### config.mk
export PLATFORM = sky130hd
export DESIGN_NAME = arcade_input_mux
export DESIGN_NICKNAME = d
export VERILOG_FILES = /design/src/rtl/arcade_input_pkg.sv /design/src/rtl/input_debounce.sv /design/src/rtl/arcade_input_mux.sv
export SDC_FILE = /design/constraint.sdc
export NUM_CORES = 1
export LEC_CHECK = 0
export ABC_AREA = 1
export BUFFER_PORTS_ARGS = -buffer_cell sky130_fd_sc_hd__buf_2
export CAP_MARGIN = 15
export CORE_MARGIN = 2
export CORE_UTILIZATION = 59
export DETAILED_ROUTE_END_ITERATION = 7
export PLACE_DENSITY = 0.8
export RECOVER_POWER = 25
export SLEW_MARGIN = 10
export SYNTH_ARGS = -nofsm -noshare
export SYNTH_HDL_FRONTEND = slang
export SYNTH_SLANG_ARGS = --single-unit
### constraint.sdc
create_clock -name clk_sys -period 1.94 [get_ports clk_sys]
set_input_delay 0.388 -clock clk_sys [delete_from_list [all_inputs] [get_ports clk_sys]]
set_output_delay 0.388 -clock clk_sys [all_outputs]
set_load 0.02 [all_outputs]
### src/rtl/arcade_input_pkg.sv
// Shared constants, lives DIP encodings, mode FSM state type and the
// player bit-order helper for the arcade input mux.
package arcade_input_pkg;

  localparam logic [1:0] GAME_BLOCKADE = 2'd0;
  localparam logic [1:0] GAME_COMOTION = 2'd1;

  // Cabinet ports are active-low, so "nothing pressed" is all ones.
  localparam logic [7:0] PORT_IDLE = 8'hFF;

  // Blockade lives DIP settings (raw switch bits).
  localparam logic [2:0] LIVES_BLK_6 = 3'b000;
  localparam logic [2:0] LIVES_BLK_5 = 3'b100;
  localparam logic [2:0] LIVES_BLK_4 = 3'b110;
  localparam logic [2:0] LIVES_BLK_3 = 3'b011;

  // Comotion only looks at bit 0 of the lives DIP.
  localparam logic LIVES_COM_4 = 1'b0;
  localparam logic LIVES_COM_3 = 1'b1;

  typedef enum logic {
    MODE_RUN   = 1'b0,
    MODE_GUARD = 1'b1
  } mode_state_t;

  // Reorder one joystick group from the host order {up,down,left,right}
  // into the cabinet order {left,down,right,up}.
  function automatic logic [3:0] player_bits(input logic [3:0] j);
    return {j[1], j[2], j[0], j[3]};
  endfunction

endpackage

### src/rtl/input_debounce.sv
// Single-bit debouncer: the accepted value only flips after the raw input
// has disagreed with it for 2^DB_BITS-1 consecutive ce ticks.
module input_debounce
  import arcade_input_pkg::*;
#(
  parameter int DB_BITS = 3
) (
  input  logic clk_sys,
  input  logic reset,
  input  logic ce,
  input  logic din,
  output logic dout
);

  // The flip happens on the tick that would take the counter to all ones.
  localparam int              CNT_LAST_I = (1 << DB_BITS) - 2;
  localparam logic [DB_BITS-1:0] CNT_LAST = CNT_LAST_I[DB_BITS-1:0];

  logic [DB_BITS-1:0] cnt_reg;
  logic               dout_reg;

  // Count consecutive disagreeing ticks; any agreeing tick starts over.
  always_ff @(posedge clk_sys) begin
    if (reset) begin
      cnt_reg  <= '0;
      dout_reg <= 1'b0;
    end else if (ce) begin
      if (din != dout_reg) begin
        if (cnt_reg == CNT_LAST) begin
          dout_reg <= din;
          cnt_reg  <= '0;
        end else begin
          cnt_reg <= cnt_reg + 1'b1;
        end
      end else begin
        cnt_reg <= '0;
      end
    end
  end

  assign dout = dout_reg;

endmodule

### src/rtl/arcade_input_mux.sv
// Debounces player controls, stretches the coin button and maps controls
// and DIPs onto the active-low cabinet ports for the selected game. A mode
// change idles every port for a guard interval before the new map applies.
module arcade_input_mux
  import arcade_input_pkg::*;
#(
  parameter int NUM_PLAYERS = 4,
  parameter int DB_BITS     = 3,
  parameter int COIN_LEN    = 16,
  parameter int GUARD_LEN   = 8
) (
  input  logic                     clk_sys,
  input  logic                     reset,
  input  logic                     ce,
  input  logic [1:0]               game_mode,
  input  logic [NUM_PLAYERS*4-1:0] joy,
  input  logic                     btn_coin,
  input  logic                     btn_start,
  input  logic                     btn_boom,
  input  logic [2:0]               dip_lives,
  output logic [7:0]               in_1,
  output logic [7:0]               in_2,
  output logic [7:0]               in_4,
  output logic                     coin,
  output logic [1:0]               mode_active,
  output logic                     mode_busy
);

  localparam int         NUM_JOY    = NUM_PLAYERS * 4;
  localparam int         NUM_RAW    = NUM_JOY + 3;
  localparam logic [7:0] COIN_LOAD  = 8'(COIN_LEN);
  localparam logic [7:0] GUARD_LOAD = 8'(GUARD_LEN);

  logic [NUM_RAW-1:0] raw_bus;
  logic [NUM_RAW-1:0] db_bus;
  logic [NUM_JOY-1:0] joy_db;
  logic               coin_db, start_db, boom_db;
  logic [3:0]         p1, p2, p3, p4;

  assign raw_bus = {btn_boom, btn_start, btn_coin, joy};

  genvar gi;
  generate
    for (gi = 0; gi < NUM_RAW; gi++) begin : g_db
      input_debounce #(.DB_BITS(DB_BITS)) u_db (
        .clk_sys (clk_sys),
        .reset   (reset),
        .ce      (ce),
        .din     (raw_bus[gi]),
        .dout    (db_bus[gi])
      );
    end
  endgenerate

  assign joy_db   = db_bus[NUM_JOY-1:0];
  assign coin_db  = db_bus[NUM_JOY];
  assign start_db = db_bus[NUM_JOY+1];
  assign boom_db  = db_bus[NUM_JOY+2];

  assign p1 = player_bits(joy_db[3:0]);
  assign p2 = player_bits(joy_db[7:4]);

  // A two-player build reuses P1/P2 for the P3/P4 slots.
  generate
    if (NUM_PLAYERS == 4) begin : g_four
      assign p3 = player_bits(joy_db[11:8]);
      assign p4 = player_bits(joy_db[15:12]);
    end else begin : g_two
      assign p3 = p1;
      assign p4 = p2;
    end
  endgenerate

  // Coin pulse: start on a debounced rising edge while idle, run COIN_LEN ticks.
  logic       coin_reg, coin_prev_reg;
  logic [7:0] coin_cnt_reg;

  always_ff @(posedge clk_sys) begin
    if (reset) begin
      coin_reg      <= 1'b0;
      coin_prev_reg <= 1'b0;
      coin_cnt_reg  <= 8'd0;
    end else begin
      coin_prev_reg <= coin_db;
      if (!coin_reg) begin
        if (coin_db && !coin_prev_reg) begin
          coin_reg     <= 1'b1;
          coin_cnt_reg <= COIN_LOAD;
        end
      end else if (ce) begin
        if (coin_cnt_reg <= 8'd1) begin
          coin_reg     <= 1'b0;
          coin_cnt_reg <= 8'd0;
        end else begin
          coin_cnt_reg <= coin_cnt_reg - 8'd1;
        end
      end
    end
  end

  assign coin = coin_reg;

  // Mode FSM and port registers.
  mode_state_t state_reg, state_next;
  logic [1:0]  mode_reg, mode_next;
  logic [7:0]  guard_cnt_reg, guard_cnt_next;
  logic        busy_reg, busy_next;
  logic [7:0]  in_1_reg, in_1_next;
  logic [7:0]  in_2_reg, in_2_next;
  logic [7:0]  in_4_reg, in_4_next;

  // State, mode and port registers; reset reloads the mode from game_mode.
  always_ff @(posedge clk_sys) begin
    if (reset) begin
      state_reg     <= MODE_RUN;
      mode_reg      <= game_mode;
      guard_cnt_reg <= 8'd0;
      busy_reg      <= 1'b0;
      in_1_reg      <= PORT_IDLE;
      in_2_reg      <= PORT_IDLE;
      in_4_reg      <= PORT_IDLE;
    end else begin
      state_reg     <= state_next;
      mode_reg      <= mode_next;
      guard_cnt_reg <= guard_cnt_next;
      busy_reg      <= busy_next;
      in_1_reg      <= in_1_next;
      in_2_reg      <= in_2_next;
      in_4_reg      <= in_4_next;
    end
  end

  // Next-state logic, then the port map built from the next state/mode so
  // the ports go idle on the same edge the guard starts and map on exit.
  always_comb begin
    state_next     = state_reg;
    mode_next      = mode_reg;
    guard_cnt_next = guard_cnt_reg;
    busy_next      = busy_reg;
    in_1_next      = PORT_IDLE;
    in_2_next      = PORT_IDLE;
    in_4_next      = PORT_IDLE;

    case (state_reg)
      MODE_RUN: begin
        if (game_mode != mode_reg) begin
          state_next     = MODE_GUARD;
          busy_next      = 1'b1;
          guard_cnt_next = GUARD_LOAD;
        end
      end
      MODE_GUARD: begin
        // Later game_mode changes are ignored until the count expires.
        if (ce) begin
          if (guard_cnt_reg <= 8'd1) begin
            state_next     = MODE_RUN;
            busy_next      = 1'b0;
            mode_next      = game_mode;
            guard_cnt_next = 8'd0;
          end else begin
            guard_cnt_next = guard_cnt_reg - 8'd1;
          end
        end
      end
      default: begin
        state_next = MODE_RUN;
        busy_next  = 1'b0;
      end
    endcase

    if (state_next == MODE_RUN) begin
      case (mode_next)
        GAME_BLOCKADE: begin
          in_1_next = ~{1'b0, dip_lives, 1'b0, boom_db, 2'b00};
          in_2_next = ~{p2, p1};
        end
        GAME_COMOTION: begin
          in_1_next = ~{p4, p3};
          in_2_next = ~{3'b000, start_db, dip_lives[0], boom_db, 2'b00};
          in_4_next = ~{p2, p1};
        end
        default: begin
          in_1_next = PORT_IDLE;
        end
      endcase
    end
  end

  assign in_1        = in_1_reg;
  assign in_2        = in_2_reg;
  assign in_4        = in_4_reg;
  assign mode_active = mode_reg;
  assign mode_busy   = busy_reg;

endmodule

==> metrics.md, run 1 <==
| Metric | Value |
|---|---|
| Run status | completed |
| Sequential fraction of the synthesis area | 0.448 |
| DRC | 0 |
| Syn Inst Count | 741 |
| CP Buf/Inv Count | 3 |
| Worst-path clk slew | 0.05 ns |
| DR WL met2 | 6.49 mm |
| # setup viols final | 0 |
| Post-synth EDFFs | 0 |
| CP startpoint kind | flip-flop |
| GR Overflow Total | 0 |
| WL met1 | 5.40 mm |
| DIE WIDTH | 100 um |
| Count leader, synth | nand2_1 |
| Max reg flops | 57 |
| GPL Wtd Cong | 0.826 |
| IO Port Bufs | 54 |
| Top FF cell, synth | dfxtp_1 |
| Most used cell, CP | nand2_1 |
| Core area | 9110 um^2 |
| Met3 WL | 650 um |
| Slowest CP cell | dfxtp_1 |
| Critical Path RT | 2.33 ns |
| Post-synth ARST share | 0 |
| Largest net degree at the start of global routing | 82 |
| CP arrival | 2.16 ns |
| Top cells by instance count after synthesis | 132 x nand2_1, 122 x dfxtp_1, 115 x a21oi_1 |
| Final #Nets | 829 |
| Worst Tran Pin Value | 0.863 ns |
| Fin crit share | 0.911 |
| TNS Setup | 0 ns |
| Crit path kind | reg2reg |
| Layout cell share with drive strength beyond 1 | 0.149 |
| Post-route ant nets | 0 |
| Vias in the first global route | 4878 |
| Cell taking the most area after synthesis | dfxtp_1 |
| DRT Pass-1 Iters | 5 |
| Pwr dens | 1050 nW/um^2 |
| Tot GR Track Use | 0.263 |
| Final WL | 12.8 mm |
| Critical Path Max Stage Delay | 0.29 ns |
| Initial Util | 0.599 |
| CP endpoint kind | flip-flop |
| Syn. warnings | 0 |
| Worst-skew pair later-pin latency | 0.52 ns |
| Clk buf depth | 2 |
| Die H | 100 um |
| Antenna violations before repair | 1 |
| Post-DP HPWL | 8.49 mm |
| Synth unique cells | 33 |
| CP Cell Sequence | inv_1 > ha_1 > inv_1 > nand2_1 > nand2_1 > nor2_2 > nand3_1 > nand2_2 > nand3_4 > inv_6 > nand2_1 |
| Hold Fails Final Rpt | 0 |
| CTS tree | done |
| Synthesized flop and latch total | 122 |
| Final Max Slew Viols | 0 |
| Pleak | 0.00252 uW |
| Syn Area/Cell | 7.36 um^2 |
| Drt via density | 5.56 |
| RSZ-0062 raised after global routing | no |
| Hold Path Class | in2reg |
| CP max FO | 12 |
| Iter 0 DRT Violations | 233 |
| CTS sink count | 122 |
| Max-Cap Viols | 0 |
| Max Clk Rate | 566 MHz |
| Ranking of synthesized cells by area | dfxtp_1 45%, a21oi_1 11%, nand2_1 9.1%, inv_1 6.1%, o21ai_0 5.7% |
| Clk_skew | 0.00948 ns |
| Root Driver | clkbuf_8 |
| Top cell type's share of synthesized area | 0.448 |
| Clock buffer count from CTS | 17 |
| IO Count | 55 |
| Syn Std Cell Area | 5450 um^2 |
| VDD IR-drop max | 0.785 mV |
| Hold slack | 0.134 ns |
| Largest delay share family, worst path | simple AND/OR/NAND/NOR gates |
| Die area | 10000 um^2 |
| Period minus WS final | 1.77 ns |
| Via Count | 5128 |
| Cell Rows | 35 |
| Slew headroom | 0.424 |
| Mapped Nets | 772 |
| First-pass GRT wire length | 21.0 mm |
| P&R area growth vs syn | 18.3% |
| H-tree Lvls | 4 |
| Routed length per instance | 13.9 um |
| Top Layer Used | met4 |
## worst min-delay path, delay by kind of cell
family | cells | cell delay (ns)
compound gates | 1 | 0.06
buf+inv | 1 | 0.11
simple gates | 1 | 0.06
## cells in the final DEF, fill, tap and decap left out, types with 3 or more instances in the layout
| master | count |
|---|---|
| bufinv_16 | 5 |
| clkbuf_16 | 16 |
| xor2_1 | 6 |
| clkinv_2 | 4 |
| dfxtp_1 | 121 |
| buf_4 | 8 |
| nor3_1 | 15 |
| nor2_1 | 51 |
| o21ai_0 | 62 |
| xnor2_1 | 18 |
| a21oi_1 | 115 |
| nor2_2 | 3 |
| nand2_1 | 132 |
| inv_1 | 88 |
| buf_2 | 54 |
| nand2_2 | 15 |
| nand4_1 | 9 |
| nand3_1 | 43 |
| a211oi_1 | 13 |
| ha_1 | 4 |
| clkbuf_8 | 3 |
## stage by stage
stage               cells  utilization  area [um^2]  total power [uW]  setup WS (ns)
finish                923        0.708         6450              6790          0.173
global placement      890        0.638         5820              3390          0.188
floorplan             741            -         5450              3250          0.297
detailed placement    890        0.638         5820              3430          0.100
CTS                   922        0.709         6460              6800         0.0748
global route          923        0.708         6450              7030         0.0239
## final cells by class
class,count,area [um^2]
fill,710,2660
antenna,1,2.50
inverter,94,359
timing repair buffer,63,338
sequential,122,2440
tap,111,139
clock buffer,21,449
multi-input combinational,500,2530
clock inverter,11,191
## kinds of logic (layout without fill, tap and decap cells)
kind of cell | Yosys count | count (layout) | synth area share
buffers and inverters | 119 | 189 | 0.0888
and+or+nand+nor | 273 | 273 | 0.221
adders and majority gates | 4 | 4 | 0.00918
other | 0 | 1 | 0
AOI/OAI and AO/OA | 199 | 199 | 0.194
xor gates and xnor gates | 24 | 24 | 0.0385
DFF | 122 | 122 | 0.448
## routing by layer
metal | global-route usage | up-vias
met3 | 0.0669 | 29
met2 | 0.465 | 147
li1 | - | 2566
met1 | 0.302 | 2386
met4 | 0.111 | 0
met5 | 0 | -
## what timing repair did
item / in CTS / in global routing
hold buffers: 0 / 0
setup buffers: 0 / 0
endpoints found under the setup margin: 0 / 18
resized for setup: 0 / 3
## report_power, final
group          internal, uW  leakage (uW)  switching [uW]
clock                  2290      0.000316            1110
combinational           239       0.00121             467
sequential             2600      0.000994            92.2
total                  5120       0.00252            1670
## path summary, 6_finish.rpt
check / endpoint / start / slack [ns] / cells past startpoint
setup reg to reg: in_4[7] / guard_cnt_reg[1] / 0.17 / 11
setup / recovery: in_4[7] / guard_cnt_reg[1] / 0.17 / 11
hold reg to reg: in_1[0] / g_db[11].u_db.dout / 0.43 / 1
hold / removal: mode_active[1] / game_mode[1] / 0.13 / 3
No activity file was read; power rests on OpenSTA's default activity.
==> inputs of run 2 (changes only) <==
--- a/config.mk
+++ b/config.mk
@@ -11,7 +11,8 @@
 export CORE_MARGIN = 2
 export CORE_UTILIZATION = 59
+export CTS_CLUSTER_SIZE = 16
 export DETAILED_ROUTE_END_ITERATION = 7
 export PLACE_DENSITY = 0.8
-export RECOVER_POWER = 25
+export RECOVER_POWER = 50
 export SLEW_MARGIN = 10
 export SYNTH_ARGS = -nofsm -noshare
==> constraint.sdc (replaced) <==
create_clock -name clk_sys -period 1.94 [get_ports clk_sys]
set_input_delay 0.388 -clock clk_sys [delete_from_list [all_inputs] [get_ports clk_sys]]
set_output_delay 0.388 -clock clk_sys [all_outputs]
set_load 0.005 [all_outputs]
==> run 2 against run 1 <==
Effect of this change:
- maximum frequency hardly changed
- worst hold slack better by 0.00068 ns
- clock skew hardly changed
- die area stayed put
- critical endpoint unchanged
- routed wire length hardly changed
- flip-flop and latch count stayed put
- critical path type unchanged
- sequential share of layout area hardly changed
- largest cell class unchanged
==> metrics.md, run 2 (synthesis gave the netlist of run 1 again) <==
| Metric | Value |
|---|---|
| CTS tree | done (unchanged) |
| Final Max Slew Viols | 0 (unchanged) |
| First-pass GRT wire length | 21.0 mm (unchanged) |
| GR Overflow Total | 0 (unchanged) |
| DR WL met2 | 6.48 mm (was 6.49 mm) |
| Critical Path RT | 2.33 ns (about the same) |
| Setup ws final | 0.175 ns (was 0.173 ns) |
| Die area | 10000 um^2 (unchanged) |
| Period minus WS final | 1.77 ns (about the same) |
| Most common cell after layout, fill and taps aside | nand2_1 (unchanged) |
| CP startpoint kind | flip-flop (unchanged) |
| Post-layout util | 0.708 (about the same) |
| Layout cell share with drive strength beyond 1 | 0.148 (was 0.149) |
| Die H | 100 um (unchanged) |
| Seq pwr share | 0.397 (was 0.396) |
| CP max FO | 12 (unchanged) |
| Clock buffer count from CTS | 17 (unchanged) |
| Iter 0 DRT Violations | 233 (unchanged) |
| Clock power share | 0.501 (was 0.500) |
| Footprint of the multi-input gates | 2530 um^2 (unchanged) |
| Met3 WL | 642 um (was 650 um) |
| H-tree Lvls | 4 (unchanged) |
| Worst-path clk slew | 0.05 ns (about the same) |
| DRC | 0 (unchanged) |
| VDD IR-drop max | 0.784 mV (was 0.785 mV) |
| Fin crit share | 0.910 (was 0.911) |
| Drt via density | 5.56 (about the same) |
| Sw Pwr | 1650 uW (was 1670 uW) |
| Hold Fails Final Rpt | 0 (unchanged) |
| Commonest cells after routing, fill and taps aside | 132 x nand2_1, 121 x dfxtp_1, 115 x a21oi_1, 88 x inv_1, 62 x o21ai_0 (unchanged) |
| Clk buf depth | 2 (unchanged) |
| DIE WIDTH | 100 um (unchanged) |
| GPL Wtd Cong | 0.826 (unchanged) |
| Root Driver | clkbuf_8 (unchanged) |
| IO Count | 55 (unchanged) |
| Run status | completed (unchanged) |
| CTS sink count | 122 (unchanged) |
| Initial Util | 0.599 (unchanged) |
| Max-Cap Viols | 0 (unchanged) |
| # setup viols final | 0 (unchanged) |
| Post-DP HPWL | 8.49 mm (unchanged) |
| Core area | 9110 um^2 (unchanged) |
| Crit path kind | reg2reg (unchanged) |
| CP endpoint kind | flip-flop (unchanged) |
| Top Layer Used | met4 (unchanged) |
| Post-placement setup slack | 0.100 ns (unchanged) |
| WL met1 | 5.42 mm (was 5.40 mm) |
| Hold depth | 3 (unchanged) |
| Vias in the first global route | 4878 (unchanged) |
| Clk_skew | 0.00948 ns (about the same) |
| Final WL | 12.8 mm (about the same) |
| Max reg flops | 57 (unchanged) |
| Largest net degree at the start of global routing | 82 (unchanged) |
| Post-cts hold buffer count | 0 (unchanged) |
| Final #Nets | 829 (unchanged) |
| Via Count | 5134 (was 5128) |
| Slew headroom | 0.428 (was 0.424) |
| # fillers | 711 (was 710) |
| Hold slack | 0.134 ns (about the same) |
| Max Clk Rate | 566 MHz (about the same) |
| P_int | 5120 uW (about the same) |
| Antenna violations before repair | 1 (unchanged) |
| RSZ-0062 raised after global routing | no (unchanged) |
| P&R area growth vs syn | 18.3% (about the same) |
| CP arrival | 2.16 ns (about the same) |
| Logic pwr share | 0.102 (was 0.104) |
| Worst R2R Setup Slack | 0.17 ns (about the same) |
| Sw frac | 0.244 (was 0.245) |
| IO Port Bufs | 54 (unchanged) |
| Reg2reg path depth | 11 (unchanged) |
| Pwr dens | 1050 nW/um^2 (about the same) |
| Cell Rows | 35 (unchanged) |
| Worst Tran Pin Value | 0.859 ns (was 0.863 ns) |
| Post-route ant nets | 0 (unchanged) |
| Hold Path Class | in2reg (unchanged) |
| TNS Setup | 0 ns (unchanged) |
| Worst-skew pair later-pin latency | 0.52 ns (about the same) |
| Routed length per instance | 13.9 um (about the same) |
| Register Area | 2440 um^2 (unchanged) |
| Tot GR Track Use | 0.263 (unchanged) |
| Pleak | 0.00252 uW (about the same) |
| DRT Pass-1 Iters | 5 (unchanged) |
-- run 2: changes by cell type in the layout (fill, tap and decap cells not counted) --
cell / previous run / this run
buf_2: 54 / 53
clkbuf_1: 2 / 3
-- run 2: worst paths after layout --
| path | start | to |
|---|---|---|
| max | guard_cnt_reg[1] | in_4[7] |
| min | game_mode[1] | mode_active[1] |
| max reg2reg | guard_cnt_reg[1] | in_4[7] |
| min reg2reg | g_db[11].u_db.dout | in_1[0] |
-- run 2: routing by layer --
layer,GRT usage,vias up
li1,-,2566
met1,0.302,2384
met2,0.465,154
met3,0.0669,30
met4,0.111,0
met5,0,-
-- run 2: per-stage QoR --
| step | cells | area [um^2] | power, uW |
|---|---|---|---|
| 5_1_grt | 923 | 6450 | 7020 |
| 2_1_floorplan | 741 | 5450 | 3240 |
| 3_5_place_dp | 890 | 5820 | 3410 |
| 3_3_place_gp | 890 | 5820 | 3380 |
| 4_1_cts | 922 | 6460 | 6790 |
| 6_report | 923 | 6450 | 6770 |
-- run 2: repair_timing --
action,in CTS,in global routing
setup endpoints to repair,0,18
gates resized for setup,0,3
endpoints found under the hold margin,0,0
setup buffers,0,0
-- run 2: power by group through the flow --
stage               clock network [uW]  registers [uW]  logic (uW)
floorplan                            0            2720         518
global placement                     0            2730         648
detailed placement                   0            2740         675
CTS                               3410            2690         688
global route                      3540            2700         776
finish                            3390            2690         692
-- run 2: cell type report --
cell class / count / area share
clock inverter: 11 / 0.0297
clock buffer: 21 / 0.0696
antenna: 1 / 0.000388
tap: 111 / 0.0215
sequential: 122 / 0.379
inverter: 94 / 0.0557
multi-input combinational: 500 / 0.392
timing repair buffer: 63 / 0.0522
-- run 2: critical path, cell delays in order, from the launching register on --
cell and delay (ns):
dfxtp_1 0.29, inv_1 0.10, ha_1 0.26, inv_1 0.06
nand2_1 0.05, nand2_1 0.06, nor2_2 0.14, nand3_1 0.10
nand2_2 0.16, nand3_4 0.14, inv_6 0.19, nand2_1 0.07
